[config.mk]
export PLATFORM = sky130hd
export DESIGN_NAME = naive_axilite_slave_bridge
export DESIGN_NICKNAME = d
export VERILOG_FILES = /design/src/rtl/naive_axilite_slave_bridge.sv
export SDC_FILE = /design/constraint.sdc
export NUM_CORES = 1
export LEC_CHECK = 0
export CAP_MARGIN = 10
export CORE_ASPECT_RATIO = 1.75
export CORE_MARGIN = 1.5
export CORE_UTILIZATION = 38
export DETAILED_ROUTE_END_ITERATION = 10
export HOLD_SLACK_MARGIN = 0.1
export PLACE_DENSITY = 0.76
export SYNTH_ARGS = -nofsm -noshare
export SYNTH_HDL_FRONTEND = slang
export SYNTH_SLANG_ARGS = --single-unit
[constraint.sdc]
create_clock -name axi_clk -period 1.57 [get_ports axi_clk]
set_input_delay 0.2355 -clock axi_clk [delete_from_list [all_inputs] [get_ports axi_clk]]
set_output_delay 0.2355 -clock axi_clk [all_outputs]
set_load 0.05 [all_outputs]
[src/rtl/naive_axilite_slave_bridge.sv]
// naive_axilite_slave_bridge
//
// AXI4-Lite slave that turns one read and one write transaction at a time
// into accesses on a single shared backend bus. The read and write
// directions are independent FSMs that only meet at the bus arbiter.
//
// Ports
//   axi_clk, axi_reset      clock (rising edge), synchronous active-high reset
//   axi_aw*, axi_w*, axi_b* AXI4-Lite write address / data / response
//   axi_ar*, axi_r*         AXI4-Lite read address / data
//   bus_en, bus_addr,       backend request; bus_we is a byte-enable mask,
//   bus_we, bus_wdata       all zero for reads
//   bus_rdata, bus_stall    backend response; an access completes in a cycle
//                           with bus_en=1 and bus_stall=0
//
// Parameter FAIR_ARB: 1 = alternate the winner when both sides contend,
//                     0 = read always wins.
//
// State           | meaning
// W_COLLECT       | accepting AW and W in any order, holding whichever arrived
// W_BUS           | write waiting for / owning the backend bus
// W_RESP          | B response presented, waiting for bready
// R_IDLE          | accepting AR
// R_BUS           | read waiting for / owning the backend bus
// R_DATA          | R response presented, waiting for rready

module naive_axilite_slave_bridge #(
    parameter int unsigned FAIR_ARB = 1
) (
    input  logic        axi_clk,
    input  logic        axi_reset,

    input  logic [31:0] axi_awaddr,
    input  logic [2:0]  axi_awprot,
    input  logic        axi_awvalid,
    output logic        axi_awready,

    input  logic [31:0] axi_wdata,
    input  logic [3:0]  axi_wstrb,
    input  logic        axi_wvalid,
    output logic        axi_wready,

    output logic [1:0]  axi_bresp,
    output logic        axi_bvalid,
    input  logic        axi_bready,

    input  logic [31:0] axi_araddr,
    input  logic [2:0]  axi_arprot,
    input  logic        axi_arvalid,
    output logic        axi_arready,

    output logic [31:0] axi_rdata,
    output logic [1:0]  axi_rresp,
    output logic        axi_rvalid,
    input  logic        axi_rready,

    output logic        bus_en,
    output logic [31:0] bus_addr,
    output logic [3:0]  bus_we,
    output logic [31:0] bus_wdata,
    input  logic [31:0] bus_rdata,
    input  logic        bus_stall
);

    typedef enum logic [1:0] {W_COLLECT, W_BUS, W_RESP} w_state_t;
    typedef enum logic [1:0] {R_IDLE, R_BUS, R_DATA} r_state_t;

    w_state_t    w_state_q, w_state_d;
    logic        aw_held_q, aw_held_d;
    logic        w_held_q, w_held_d;
    logic [31:0] waddr_q, waddr_d;
    logic [31:0] wdata_q, wdata_d;
    logic [3:0]  wstrb_q, wstrb_d;

    r_state_t    r_state_q, r_state_d;
    logic [31:0] raddr_q, raddr_d;
    logic [31:0] rdata_q, rdata_d;

    logic        busy_q, busy_d;         // grant held across a stall
    logic        owner_wr_q, owner_wr_d; // which side holds the stalled grant
    logic        rd_first_q, rd_first_d; // next contention goes to read

    logic        gnt_rd, gnt_wr;
    logic        aw_hs, w_hs, ar_hs;

    // prot bits carry no meaning for this backend
    logic        unused_prot;
    assign unused_prot = ^{axi_awprot, axi_arprot};

    // Readies come from registered state only; they are additionally held low
    // while reset is asserted so nothing is accepted during reset.
    assign axi_awready = (w_state_q == W_COLLECT) && !aw_held_q && !axi_reset;
    assign axi_wready  = (w_state_q == W_COLLECT) && !w_held_q  && !axi_reset;
    assign axi_arready = (r_state_q == R_IDLE) && !axi_reset;

    assign aw_hs = axi_awvalid && axi_awready;
    assign w_hs  = axi_wvalid  && axi_wready;
    assign ar_hs = axi_arvalid && axi_arready;

    assign axi_bvalid = (w_state_q == W_RESP);
    assign axi_bresp  = 2'b00;
    assign axi_rvalid = (r_state_q == R_DATA);
    assign axi_rresp  = 2'b00;
    assign axi_rdata  = rdata_q;

    // Arbiter. A fresh grant is decided combinationally in the first BUS
    // cycle so the access starts without an extra cycle; once a stall is
    // seen the owner is latched and kept until the access completes. The
    // fairness pointer only moves when both sides actually contend.
    always_comb begin
        gnt_rd     = 1'b0;
        gnt_wr     = 1'b0;
        rd_first_d = rd_first_q;
        if (busy_q) begin
            gnt_rd = !owner_wr_q;
            gnt_wr = owner_wr_q;
        end else if ((r_state_q == R_BUS) && (w_state_q == W_BUS)) begin
            if ((FAIR_ARB != 0) && !rd_first_q) begin
                gnt_wr = 1'b1;
            end else begin
                gnt_rd = 1'b1;
            end
            rd_first_d = gnt_wr;
        end else begin
            gnt_rd = (r_state_q == R_BUS);
            gnt_wr = (w_state_q == W_BUS);
        end
    end

    assign bus_en     = gnt_rd || gnt_wr;
    assign bus_addr   = gnt_wr ? waddr_q : (gnt_rd ? raddr_q : 32'h0);
    assign bus_we     = gnt_wr ? wstrb_q : 4'h0;
    assign bus_wdata  = gnt_wr ? wdata_q : 32'h0;
    assign busy_d     = bus_en && bus_stall;
    assign owner_wr_d = gnt_wr;

    always_comb begin
        w_state_d = w_state_q;
        aw_held_d = aw_held_q;
        w_held_d  = w_held_q;
        waddr_d   = waddr_q;
        wdata_d   = wdata_q;
        wstrb_d   = wstrb_q;
        if (aw_hs) begin
            waddr_d = axi_awaddr;
        end
        if (w_hs) begin
            wdata_d = axi_wdata;
            wstrb_d = axi_wstrb;
        end
        case (w_state_q)
            W_COLLECT: begin
                aw_held_d = aw_held_q || aw_hs;
                w_held_d  = w_held_q  || w_hs;
                if (aw_held_d && w_held_d) begin
                    // an all-zero strobe writes nothing, so skip the bus
                    w_state_d = (wstrb_d == 4'h0) ? W_RESP : W_BUS;
                    aw_held_d = 1'b0;
                    w_held_d  = 1'b0;
                end
            end
            W_BUS: begin
                if (gnt_wr && !bus_stall) begin
                    w_state_d = W_RESP;
                end
            end
            W_RESP: begin
                if (axi_bready) begin
                    w_state_d = W_COLLECT;
                end
            end
            default: w_state_d = W_COLLECT;
        endcase
    end

    always_comb begin
        r_state_d = r_state_q;
        raddr_d   = raddr_q;
        rdata_d   = rdata_q;
        case (r_state_q)
            R_IDLE: begin
                if (ar_hs) begin
                    raddr_d   = axi_araddr;
                    r_state_d = R_BUS;
                end
            end
            R_BUS: begin
                if (gnt_rd && !bus_stall) begin
                    rdata_d   = bus_rdata;
                    r_state_d = R_DATA;
                end
            end
            R_DATA: begin
                if (axi_rready) begin
                    r_state_d = R_IDLE;
                end
            end
            default: r_state_d = R_IDLE;
        endcase
    end

    always_ff @(posedge axi_clk) begin
        if (axi_reset) begin
            w_state_q  <= W_COLLECT;
            aw_held_q  <= 1'b0;
            w_held_q   <= 1'b0;
            waddr_q    <= 32'h0;
            wdata_q    <= 32'h0;
            wstrb_q    <= 4'h0;
            r_state_q  <= R_IDLE;
            raddr_q    <= 32'h0;
            rdata_q    <= 32'h0;
            busy_q     <= 1'b0;
            owner_wr_q <= 1'b0;
            rd_first_q <= 1'b1;
        end else begin
            w_state_q  <= w_state_d;
            aw_held_q  <= aw_held_d;
            w_held_q   <= w_held_d;
            waddr_q    <= waddr_d;
            wdata_q    <= wdata_d;
            wstrb_q    <= wstrb_d;
            r_state_q  <= r_state_d;
            raddr_q    <= raddr_d;
            rdata_q    <= rdata_d;
            busy_q     <= busy_d;
            owner_wr_q <= owner_wr_d;
            rd_first_q <= rd_first_d;
        end
    end

endmodule

* After elaboration in Yosys (flattened, before gate mapping) *
Cells that the tools add are included.

word-level totals
  word-level logic and storage cells = 74
  output and inout port bits = 110
  bits of input ports = 146
  register bits after elaboration = 141

cells by class
  bitwise gates (word level) = 1
  reduce and logical (&&, ||, !) cells = 29
  multiplexer cells = 22
  equality and inequality tests = 10

operators by type and width
  cell                                                                      count
  32-bit two-way mux                                                        3
  2-bit two-way mux                                                         7
  1-bit logical AND                                                         13
  2-bit one-hot mux with 3 select lines                                     2
  2-bit by 1-bit inequality test with 1-bit output (second input constant)  5
  1-bit two-way mux                                                         8
  4-bit two-way mux                                                         2
  2-bit AND reduction                                                       3
  3-bit AND reduction                                                       2
  1-bit logical NOT                                                         5
  2-bit by 1-bit == test with 1-bit output (second input constant)          2
  2-bit == test (second input constant)                                     2
  2-bit logical NOT                                                         2
  4-bit logical NOT                                                         1
  1-bit logical OR                                                          3
  2-bit inequality test (second input constant)                             1
  1-bit inverter                                                            1

* Logic depth before layout (Yosys ltp) *
Gate-level depths: netlist of run 1.

  word-level depth = 9
  depth in mapped cells = 7
  depth with buffers taken out = 4

* Worst setup path after synthesis of run 1 *
OpenSTA, ideal clock, no wires.

  kind = reg2reg
  start = register r_state_q[0]
  end = register raddr_q[23]
  required time = 1441 ps
  data arrival time = 2188 ps
  setup slack = -747 ps
  clock period less this slack = 2317 ps
  stages on the path, launching flop included = 6
  cells stage by stage = dfxtp_1 > nor3_1 > and2_1 > buf_2 > clkbuf_1 > o21ai_0

on the way
  word-level cells in the longest chain between the ends = 4

RTL lines
  what                           RTL line  source
  from (decl)                    75        r_state_t r_state_q, r_state_d;
  from (signal assigned)         223       r_state_q <= r_state_d;
  2-bit logical NOT              94        assign axi_arready = (r_state_q == R_IDLE) && !axi_reset;
  1-bit logical AND              94
  named net axi_arready          50        output logic axi_arready,
  1-bit logical AND              98        assign ar_hs = axi_arvalid && axi_arready;
  2-bit AND reduction (no line)  n/a
  to (signal assigned)           224       raddr_q <= raddr_d;
  to (decl)                      76        logic [31:0] raddr_q, raddr_d;

The timed path passes the listed nets, and every way through them passes these cells.
A chain may end at the register's enable or synchronous reset.

* Final worst setup path of run 1 *
  start = register w_state_q[0]
  end = output port bus_addr[25]

on the way
  word-level cells in the longest chain between the ends = 6
  elaborated cells on any way between the ends = 8

RTL lines
  what                                        RTL line  source
  from (decl)                                 68        w_state_t w_state_q, w_state_d;
  from (signal assigned)                      217       w_state_q <= w_state_d;
  2-bit by 1-bit == test with 1-bit output *  117, 126
  1-bit logical AND                           117       end else if ((r_state_q == R_BUS) && (w_state_q == W_BUS)) begin
  1-bit two-way mux                           117
  1-bit two-way mux                           114       if (busy_q) begin
  32-bit two-way mux                          131       assign bus_addr = gnt_wr ? waddr_q : (gnt_rd ? raddr_q : 32'h0);
  32-bit two-way mux *                        131
  to (decl)                                   58        output logic [31:0] bus_addr,

Every way passes the cells marked *; elsewhere a longest branch is shown, timed or not.

==> impl_metrics.csv, run 1 <==
group,metric,value,unit
worst_setup_path,crit_end,"bus_addr[25]",
clock_tree,cts_tree,"built",
floorplan,core,15400,um2
detailed_routing,drc,0,
synth,synth.cell_area,5960,um2
global_routing,met1_usage,25.2,%
floorplan,fp.dieH,169,um
power_and_ir_drop,p_per_area,953,nW/um2
detailed_routing,antenna_left,0,
clock_tree,clock_latency,0.41,ns
power_and_ir_drop,vdd.ir_drop.worst,670,uV
placement,place_congestion,0.828,
worst_setup_path,r2r_end,"wstrb_q[0]",
clock_tree,postCtsHoldBufs,0,
finish,antenna_cells,0,
timing,setup_viol,177,
synth,yosysWarnings,0,
global_routing,grt_overflow,0,
detailed_routing,drtIter0Drc,246,
synth,synth_seq_cells,141,
synth,synth-seq-area-share,47.3,%
global_routing,grt_pass1_wl,31900,um
global_routing,grt_max_degree,135,
finish,mostFrequentLayoutCells,"138 x clkdlybuf4s50_1, 136 x dfxtp_1, 122 x nand2_1",
worst_setup_path,crit_type,"reg -> out",
placement,dp.final_hpwl,12900,um
timing,max_slew_margin,53.7,%
detailed_routing,route.vias.total,6445,
run_status,violations,"negative setup slack",
worst_setup_path,critPathLaunchType,"flip-flop",
run_status,status,"finished with violations",
clock_tree,clk_pin_slew,0.06,ns
timing,finClkSkew,0.0112,ns
clock_tree,clock_tree.buffer_depth,2,
finish,syn_to_final_growth,106,%
timing,rsz0062_at_grt,"yes",
timing,fmax,460,MHz
floorplan,ios,256,
detailed_routing,via_per_inst,5.15,
synth,synth_edf_count,0,
worst_setup_path,crit_path_max_fanout,9,
floorplan,dieArea,16500,um2
clock_tree,root_buffer,"clkbuf_16",
timing,worst_slack,-0.604,ns
floorplan,rows,60,
timing,finalHoldViolCount,0,
timing,hold_slack,0.205,ns
synth,ys_types,39,
timing,fin_crit,2.17,ns
finish,drive_above_1_share,46.0,%
clock_tree,cts_max_level,4,
finish,final_cell_area,12300,um2
placement,portBuffers,245,
worst_setup_path,rr_worst_depth,11,
timing,worst_pin_slew,0.694,ns
worst_setup_path,reg2reg_slack,-0.45,ns
synth,async_flop_share,0,%
global_routing,grt_pass1_vias,6064,
finish,fin_util,79.9,%
floorplan,dieWidth,97.7,um
synth,synth-main-ff-cell,"dfxtp_1",
timing,finalMaxSlewViolations,0,
clock_tree,cts_buffers,17,
flow_run,drv_cap,0,
worst_setup_path,cp.arrival,1.94,ns
timing,min_period_over_period,138,%
power_and_ir_drop,p_leak,5.18,nW
global_routing,grt.busiest_layer,"met2",
worst_setup_path,r2r_start,"w_state_q[0]",
worst_hold_path,hp-class,"in -> reg",
detailed_routing,drt_pass1_iterations,4,
global_routing,grt_antenna_before_repair,1,
worst_setup_path,cp_data_required_time,1.33,ns
placement,dpl_cell_area,10300,um2
finish,fin_nets,1198,
detailed_routing,routedWlPerCell,18.8,um
synth,syn_inst,756,
clock_tree,cts.sink_count,141,
synth,syn_area_per_cell,7.89,um2
worst_setup_path,critPathCaptureType,"primary output",
global_routing,grt_util_met2,47.4,%
global_routing,use_met3,5.53,%
worst_setup_path,critPathLaunch,"w_state_q[0]",
floorplan,start_util,38.8,%
global_routing,grt.total_usage,24.6,%
detailed_routing,drt_wl_total,23500,um
finish,layout_commonest_cell,"clkdlybuf4s50_1",
==> cells in the mapped netlist (all sizes together), types with 2 or more instances <==
cell	n	area, um2
and2	40	250
nand2b	33	206
nor4	3	25.0
nor2b	5	31.3
mux2i	32	320
clkbuf	32	120
a21oi	105	526
nor2	39	146
buf	28	225
nand2	236	886
nor3	8	50.1
nor3b	2	26.3
dfxtp	141	2820
nand3	3	27.5
o21ai	33	165
==> state kept, by name, indices dropped and copies added (netlist names) <==
signal	flops
aw_held_q	1
axi_rdata	32
busy_q	1
owner_wr_q	1
r_state_q	2
raddr_q	32
rd_first_q	1
w_held_q	1
w_state_q	2
waddr_q	32
wdata_q	32
wstrb_q	4
==> cell type report <==
type                            count  area [um2]
Tap cell                          186         233
Multi-Input combinational cell    557        4290
Clock buffer                       18         429
Timing Repair Buffer              334        4360
Fill cell                         894        3090
Clock inverter                     14         158
Inverter                            1        3.75
Sequential cell                   141        2830
==> per-layer routing <==
metal	up-vias	wire (um)
met1	3140	8090
li1	3048	-
met5	-	12
met4	2	743
met2	209	13600
met3	46	1080
==> cells by family (layout without fill, tap and decap cells) <==
family / count (synthesis) / after routing / synth area share (%)
other cells: 1 / 4 / 0.0629
simple gates: 375 / 375 / 28.5
compound gates: 146 / 146 / 12.9
mux: 32 / 32 / 5.37
flops: 141 / 141 / 47.3
buf+inv: 61 / 367 / 5.85
==> metrics by stage <==
stage / std cells / setup TNS (ns) / total power, W / setup WS [ns]
global placement: 1174 / -6.64 / 0.00676 / -0.146
global route: 1251 / -78.56 / 0.0121 / -0.667
floorplan: 759 / -15.66 / 0.00565 / -0.267
finish: 1251 / -69.34 / 0.0117 / -0.604
detailed placement: 1174 / -10.83 / 0.00680 / -0.181
CTS: 1233 / -47.00 / 0.0113 / -0.583
==> critical path: stages, from the launching register on <==
cell	delay [ns]
dfxtp_2	0.34
nor3b_4	0.16
buf_4	0.14
a22oi_2	0.13
buf_6	0.18
buf_12	0.15
nand2_1	0.10
a21oi_4	0.17
buf_12	0.15
==> timing repair <==
| item | in CTS | in global routing |
|---|---|---|
| pin swaps | 20 | 98 |
| endpoints found under the setup margin | 110 | 175 |
| buffers inserted | 17 | 12 |
| cloned | 10 | 12 |
| gates resized for setup | 62 | 172 |
==> worst min-delay path by stage <==
stage | cells after the start | to | start | slack [ns]
6_report | 2 | w_held_q | axi_reset | 0.20
3_3_place_gp | 2 | wdata_q[0] | wdata_q[0] | 0.44
3_5_place_dp | 2 | wdata_q[31] | wdata_q[31] | 0.44
2_1_floorplan | 2 | raddr_q[0] | axi_araddr[0] | 0.34
4_1_cts | 2 | aw_held_q | axi_reset | 0.16
5_1_grt | 2 | aw_held_q | axi_reset | 0.21
==> power by group <==
part / switching [W] / internal (W)
clock: 0.00171 / 0.00237
combinational: 0.00183 / 0.00174
sequential: 0.000230 / 0.00383
No activity file was read; power rests on OpenSTA's default activity.
==> run 2: changes to the inputs <==
- GPL_TIMING_DRIVEN: unset -> 0
==> run 2 against run 1 <==
The flow still finishes with violations (negative setup slack). Clock skew is 0.0061 ns higher. Routed wire length is 1.2% lower. Non-clock buffer count is 37 higher. Core utilization is 0.93 points lower. Register-to-register slack better by 0.09 ns. Clock-buffer cell count stayed put. Flip-flop and latch count stayed put. Critical endpoint is now bus_addr[29]. Largest power group unchanged.
==> impl_metrics.csv, run 2 (same netlist as run 1, synthesis figures left out) <==
group,metric,value,unit
power_and_ir_drop,vdd.ir_drop.worst,726,uV
worst_setup_path,critPathCaptureType,"primary output",
clock_tree,postCtsHoldBufs,0,
timing,hold_slack,0.362,ns
timing,rsz0062_at_grt,"yes",
run_status,violations,"negative setup slack",
placement,dpl_cell_area,9580,um2
detailed_routing,route.vias.total,6459,
worst_setup_path,worst_path_largest_cell_delay,0.35,ns
timing,fin_crit,2.28,ns
placement,portBuffers,245,
worst_setup_path,critical_path_buf_inv_count,5,
worst_setup_path,reg2reg_slack,-0.36,ns
clock_tree,cts_buffers,17,
run_status,status,"finished with violations",
worst_setup_path,path_cells,"buf_6, nor3b_4, a22o_4, buf_4, buf_12, buf_16, nand2_4, a21oi_4, buf_6",
power_and_ir_drop,power,0.0118,W
detailed_routing,via_per_inst,5.01,
worst_setup_path,crit_type,"reg -> out",
timing,finalMaxSlewViolations,0,
detailed_routing,routedWlPerCell,18.1,um
global_routing,grt_antenna_before_repair,1,
placement,place_congestion,0.815,
detailed_routing,antenna_left,0,
floorplan,rows,60,
floorplan,start_util,38.8,%
floorplan,core,15400,um2
flow_run,drv_cap,0,
clock_tree,cts_max_level,4,
timing,worst_pin_slew,0.697,ns
clock_tree,cts.sink_count,141,
clock_tree,clock_latency,0.42,ns
worst_setup_path,cp.arrival,2.04,ns
finish,final_cell_area,12200,um2
worst_hold_path,min_path_cells,3,
global_routing,grt_pass1_wl,32400,um
timing,finalHoldViolCount,0,
timing,fmax,439,MHz
worst_setup_path,critPathLaunchType,"flip-flop",
worst_setup_path,critPathSlowestCell,"dfxtp_4",
detailed_routing,drt_wl_total,23300,um
detailed_routing,drc,0,
global_routing,grt_pass1_vias,6457,
worst_setup_path,cp_common_cell,"buf_6",
clock_tree,root_buffer,"clkbuf_16",
detailed_routing,drt_pass1_iterations,6,
finish,mostFrequentLayoutCells,"139 x clkdlybuf4s50_1, 136 x dfxtp_1, 126 x nand2_1",
timing,min_period_over_period,145,%
floorplan,dieArea,16500,um2
clock_tree,clk_pin_slew,0.07,ns
timing,max_slew_margin,53.5,%
worst_setup_path,r2r_end,"axi_rdata[6]",
global_routing,grt_overflow,0,
clock_tree,clock_tree.buffer_depth,2,
finish,fin_nets,1235,
worst_setup_path,rr_worst_depth,9,
worst_setup_path,critPathTopFamily,"buffers and inverters",
placement,dp.final_hpwl,14300,um
worst_hold_path,hp-start,"axi_awaddr[28]",
floorplan,dieWidth,97.7,um
worst_hold_path,hp-class,"in -> reg",
global_routing,grt_max_degree,17,
clock_tree,cts_tree,"built",
global_routing,grt.total_usage,24.9,%
finish,drive_above_1_share,43.8,%
finish,layout_commonest_cell,"clkdlybuf4s50_1",
timing,setup_viol,173,
floorplan,fp.dieH,169,um
placement,dp_slack,-1.21,ns
worst_setup_path,r2r_start,"w_state_q[1]",
worst_setup_path,crit_path_max_fanout,6,
timing,finClkSkew,0.0173,ns
floorplan,ios,256,
power_and_ir_drop,p_per_area,972,nW/um2
timing,worst_slack,-0.710,ns
finish,syn_to_final_growth,104,%
worst_hold_path,holdPathEnd,"waddr_q[28]",
detailed_routing,drtIter0Drc,204,
worst_setup_path,cp_data_required_time,1.33,ns
power_and_ir_drop,p_leak,5.39,nW
[run 2: what timing repair did]
| action | CTS | global route |
|---|---|---|
| setup buffers | 44 | 12 |
| cloned | 14 | 7 |
| endpoints found under the setup margin | 233 | 208 |
| gates resized for setup | 688 | 199 |
| pin swaps | 40 | 78 |
[run 2: layout make-up]
| class | count | area (um2) |
|---|---|---|
| antenna | 1 | 2.50 |
| buffer | 57 | 698 |
| clock buffer | 18 | 429 |
| clock inverter | 14 | 183 |
| fill | 960 | 3230 |
| inverter | 1 | 3.75 |
| multi-input combinational | 557 | 4230 |
| sequential | 141 | 2840 |
| tap | 186 | 233 |
| timing repair buffer | 314 | 3550 |
[run 2: stage by stage]
step	util (%)	cells	TNS [ns]
after floorplan	-	759	-15.66
after global placement	62.2	1190	-188.10
after detailed placement	62.2	1190	-184.87
after CTS	74.2	1278	-53.59
after global routing	79.0	1289	-71.83
final	79.0	1289	-60.60
[run 2: layer usage]
layer	global-route usage [%]	share of wire, %	wire, um
met1	23.6	34	7810
met2	48.8	58	13500
met3	5.86	4.3	999
met4	12.7	4.0	938
met5	0	0	0
[run 2: how the worst max path moves through the flow]
stage	start	slack (ns)	to	cells after the start
floorplan	w_state_q[0]	-0.27	waddr_q[28]	7
global placement	axi_reset	-1.22	axi_wready	5
detailed placement	axi_reset	-1.21	axi_wready	5
CTS	w_state_q[1]	-0.73	bus_addr[14]	9
global route	w_state_q[1]	-0.78	bus_addr[9]	9
finish	w_state_q[1]	-0.71	bus_addr[29]	9
[run 2: report_power, final]
| group | total, W | internal [W] | switching, W |
|---|---|---|---|
| Clock | 0.00426 | 0.00254 | 0.00172 |
| Combinational | 0.00352 | 0.00171 | 0.00181 |
| Sequential | 0.00403 | 0.00383 | 0.000203 |
[run 2: worst min-delay path: cells and delay by family]
family                 cells  cell delay [ns]
and+or+nand+nor            1             0.05
AOI/OAI and AO/OA          1             0.05
buffers and inverters      1             0.40
==> run 3: changes to the inputs <==
- CORE_ASPECT_RATIO: 1.75 -> unset
- SLEW_MARGIN: unset -> 10
==> run 3 against run 2 <==
Core utilization shrank 2.1 points. The flow still finishes with violations (negative setup slack). Power shrank 3.1%. Critical path type unchanged. Sequential share of layout area grew 0.83 points. Final cell count grew 1.7%. Via count is essentially flat. First-iteration DRC count grew 36%. Combinational power shrank 6.8%. Non-clock buffer count shrank 3. Highest routed layer unchanged. Routed wire length shrank 3.0%. Largest cell class unchanged.
==> impl_metrics.csv, run 3 (same netlist as run 1, synthesis figures left out) <==
group,metric,value,unit
timing,rsz0062_at_grt,"yes",
timing,setup_viol,145,
finish,seq_area,2840,um2
clock_tree,cts_buffers,17,
placement,place_congestion,0.759,
power_and_ir_drop,vdd.ir_drop.worst,778,uV
floorplan,core,15300,um2
timing,worst_slack,-0.676,ns
power_and_ir_drop,p_per_area,975,nW/um2
worst_setup_path,crit_path_max_fanout,7,
global_routing,grt_max_degree,17,
worst_setup_path,cp_data_required_time,1.33,ns
finish,drive_above_1_share,40.4,%
detailed_routing,drc,0,
detailed_routing,route.vias.total,6463,
timing,hold_slack,0.359,ns
detailed_routing,via_per_inst,4.93,
finish,mostFrequentLayoutCells,"152 x nand2_1, 138 x clkdlybuf4s50_1, 136 x dfxtp_1",
run_status,status,"finished with violations",
placement,portBuffers,245,
worst_setup_path,worst_path_largest_cell_delay,0.34,ns
floorplan,start_util,39.1,%
clock_tree,root_buffer,"clkbuf_16",
clock_tree,cts_max_level,4,
clock_tree,cts_tree,"built",
clock_tree,clock_latency,0.42,ns
finish,antenna_cells,0,
global_routing,grt_overflow,0,
placement,dp_slack,-1.14,ns
finish,multiInputGateArea,3930,um2
clock_tree,cts.sink_count,141,
floorplan,rows,45,
timing,finClkSkew,0.00788,ns
floorplan,dieWidth,128,um
timing,worst_pin_slew,0.522,ns
placement,dp.final_hpwl,13900,um
timing,finalHoldViolCount,0,
timing,fmax,445,MHz
detailed_routing,drt_pass1_iterations,5,
detailed_routing,wl_met2,11600,um
floorplan,ios,256,
global_routing,grt_antenna_before_repair,0,
worst_setup_path,critPathCaptureType,"primary output",
worst_setup_path,cp_common_cell,"buf_6",
run_status,violations,"negative setup slack",
worst_setup_path,cp.arrival,2.01,ns
finish,fill_cells,996,
worst_hold_path,hp-class,"in -> reg",
timing,max_slew_margin,65.4,%
timing,finalMaxSlewViolations,0,
finish,layout_commonest_cell,"nand2_1",
worst_setup_path,crit_type,"reg -> out",
detailed_routing,drt_wl_total,22600,um
detailed_routing,antenna_left,0,
detailed_routing,wl_met1,8640,um
worst_setup_path,path_cells,"buf_6, nor3b_4, a22o_4, buf_12, clkbuf_16, nand2_4, a21oi_4, buf_6",
worst_setup_path,critPathSlowestCell,"dfxtp_4",
timing,fin_crit,2.25,ns
detailed_routing,top_layer_used,"met4",
detailed_routing,wl_met3,1890,um
flow_run,drv_cap,0,
worst_setup_path,critPathLaunchType,"flip-flop",
global_routing,grt_pass1_wl,33300,um
finish,syn_to_final_growth,96.9,%
timing,min_period_over_period,143,%
clock_tree,clock_tree.buffer_depth,2,
floorplan,dieArea,16500,um2
floorplan,fp.dieH,128,um
clock_tree,clk_pin_slew,0.06,ns
detailed_routing,routedWlPerCell,17.2,um
global_routing,grt.total_usage,26.1,%
global_routing,grt_pass1_vias,6473,
detailed_routing,drtIter0Drc,277,
finish,fin_nets,1233,
power_and_ir_drop,p_leak,5.08,nW
==> run 3: routing by layer <==
| metal | up-vias | global-route usage, % |
|---|---|---|
| met4 | 0 | 7.34 |
| met3 | 30 | 9.93 |
| met5 | - | 0 |
| li1 | 3117 | - |
| met1 | 3088 | 29.0 |
| met2 | 228 | 46.6 |
==> run 3: area by class of cell <==
type,instances,share of cell area (%)
Multi-Input combinational cell,558,33.4
Tap cell,211,2.25
Timing Repair Buffer,313,29.4
Inverter,1,0.0320
Clock buffer,18,3.66
Clock inverter,14,1.45
Sequential cell,141,24.2
Buffer,55,5.57
==> run 3: power breakdown <==
part / leakage (nW) / internal, W / switching [W]
sequential: 1.15 / 0.00383 / 0.000195
clock: 0.271 / 0.00250 / 0.00164
combinational: 3.65 / 0.00158 / 0.00170
==> run 3: path summary, 6_finish.rpt <==
kind	from	to	slack (ns)	cells after the start
worst min register to register	wdata_q[14]	wdata_q[14]	0.45	2
worst max-delay path	w_state_q[1]	bus_addr[21]	-0.68	8
worst max register to register	busy_q	axi_rdata[20]	-0.47	10
worst min-delay path	axi_wdata[15]	wdata_q[15]	0.36	3
==> run 3: critical path: cells and delay by family, from the launching register on <==
family | cells | cell delay (ns)
DFF | 1 | 0.34
buffers and inverters | 4 | 0.62
and+or+nand+nor | 2 | 0.27
AOI/OAI and AO/OA | 2 | 0.35
==> run 3: stage by stage <==
stage | instance area (um2) | instances | util (%) | total power [W] | TNS, ns
6_report | 11700 | 1311 | 76.9 | 0.0114 | -58.92
3_5_place_dp | 9610 | 1215 | 63.0 | 0.00651 | -176.24
4_1_cts | 11400 | 1301 | 74.5 | 0.0112 | -58.33
3_3_place_gp | 9610 | 1215 | 63.0 | 0.00648 | -177.53
2_1_floorplan | 6890 | 759 | - | 0.00565 | -15.66
5_1_grt | 11700 | 1311 | 76.9 | 0.0119 | -70.09
==> run 3: repair_timing <==
| item | in CTS | in global routing |
|---|---|---|
| setup endpoints to repair | 208 | 195 |
| hold endpoints to repair | 0 | 0 |
| pin swaps | 17 | 47 |
| gates cloned | 14 | 8 |
| hold buffers | 0 | 0 |
| gates resized for setup | 662 | 136 |
| setup buffers | 41 | 14 |
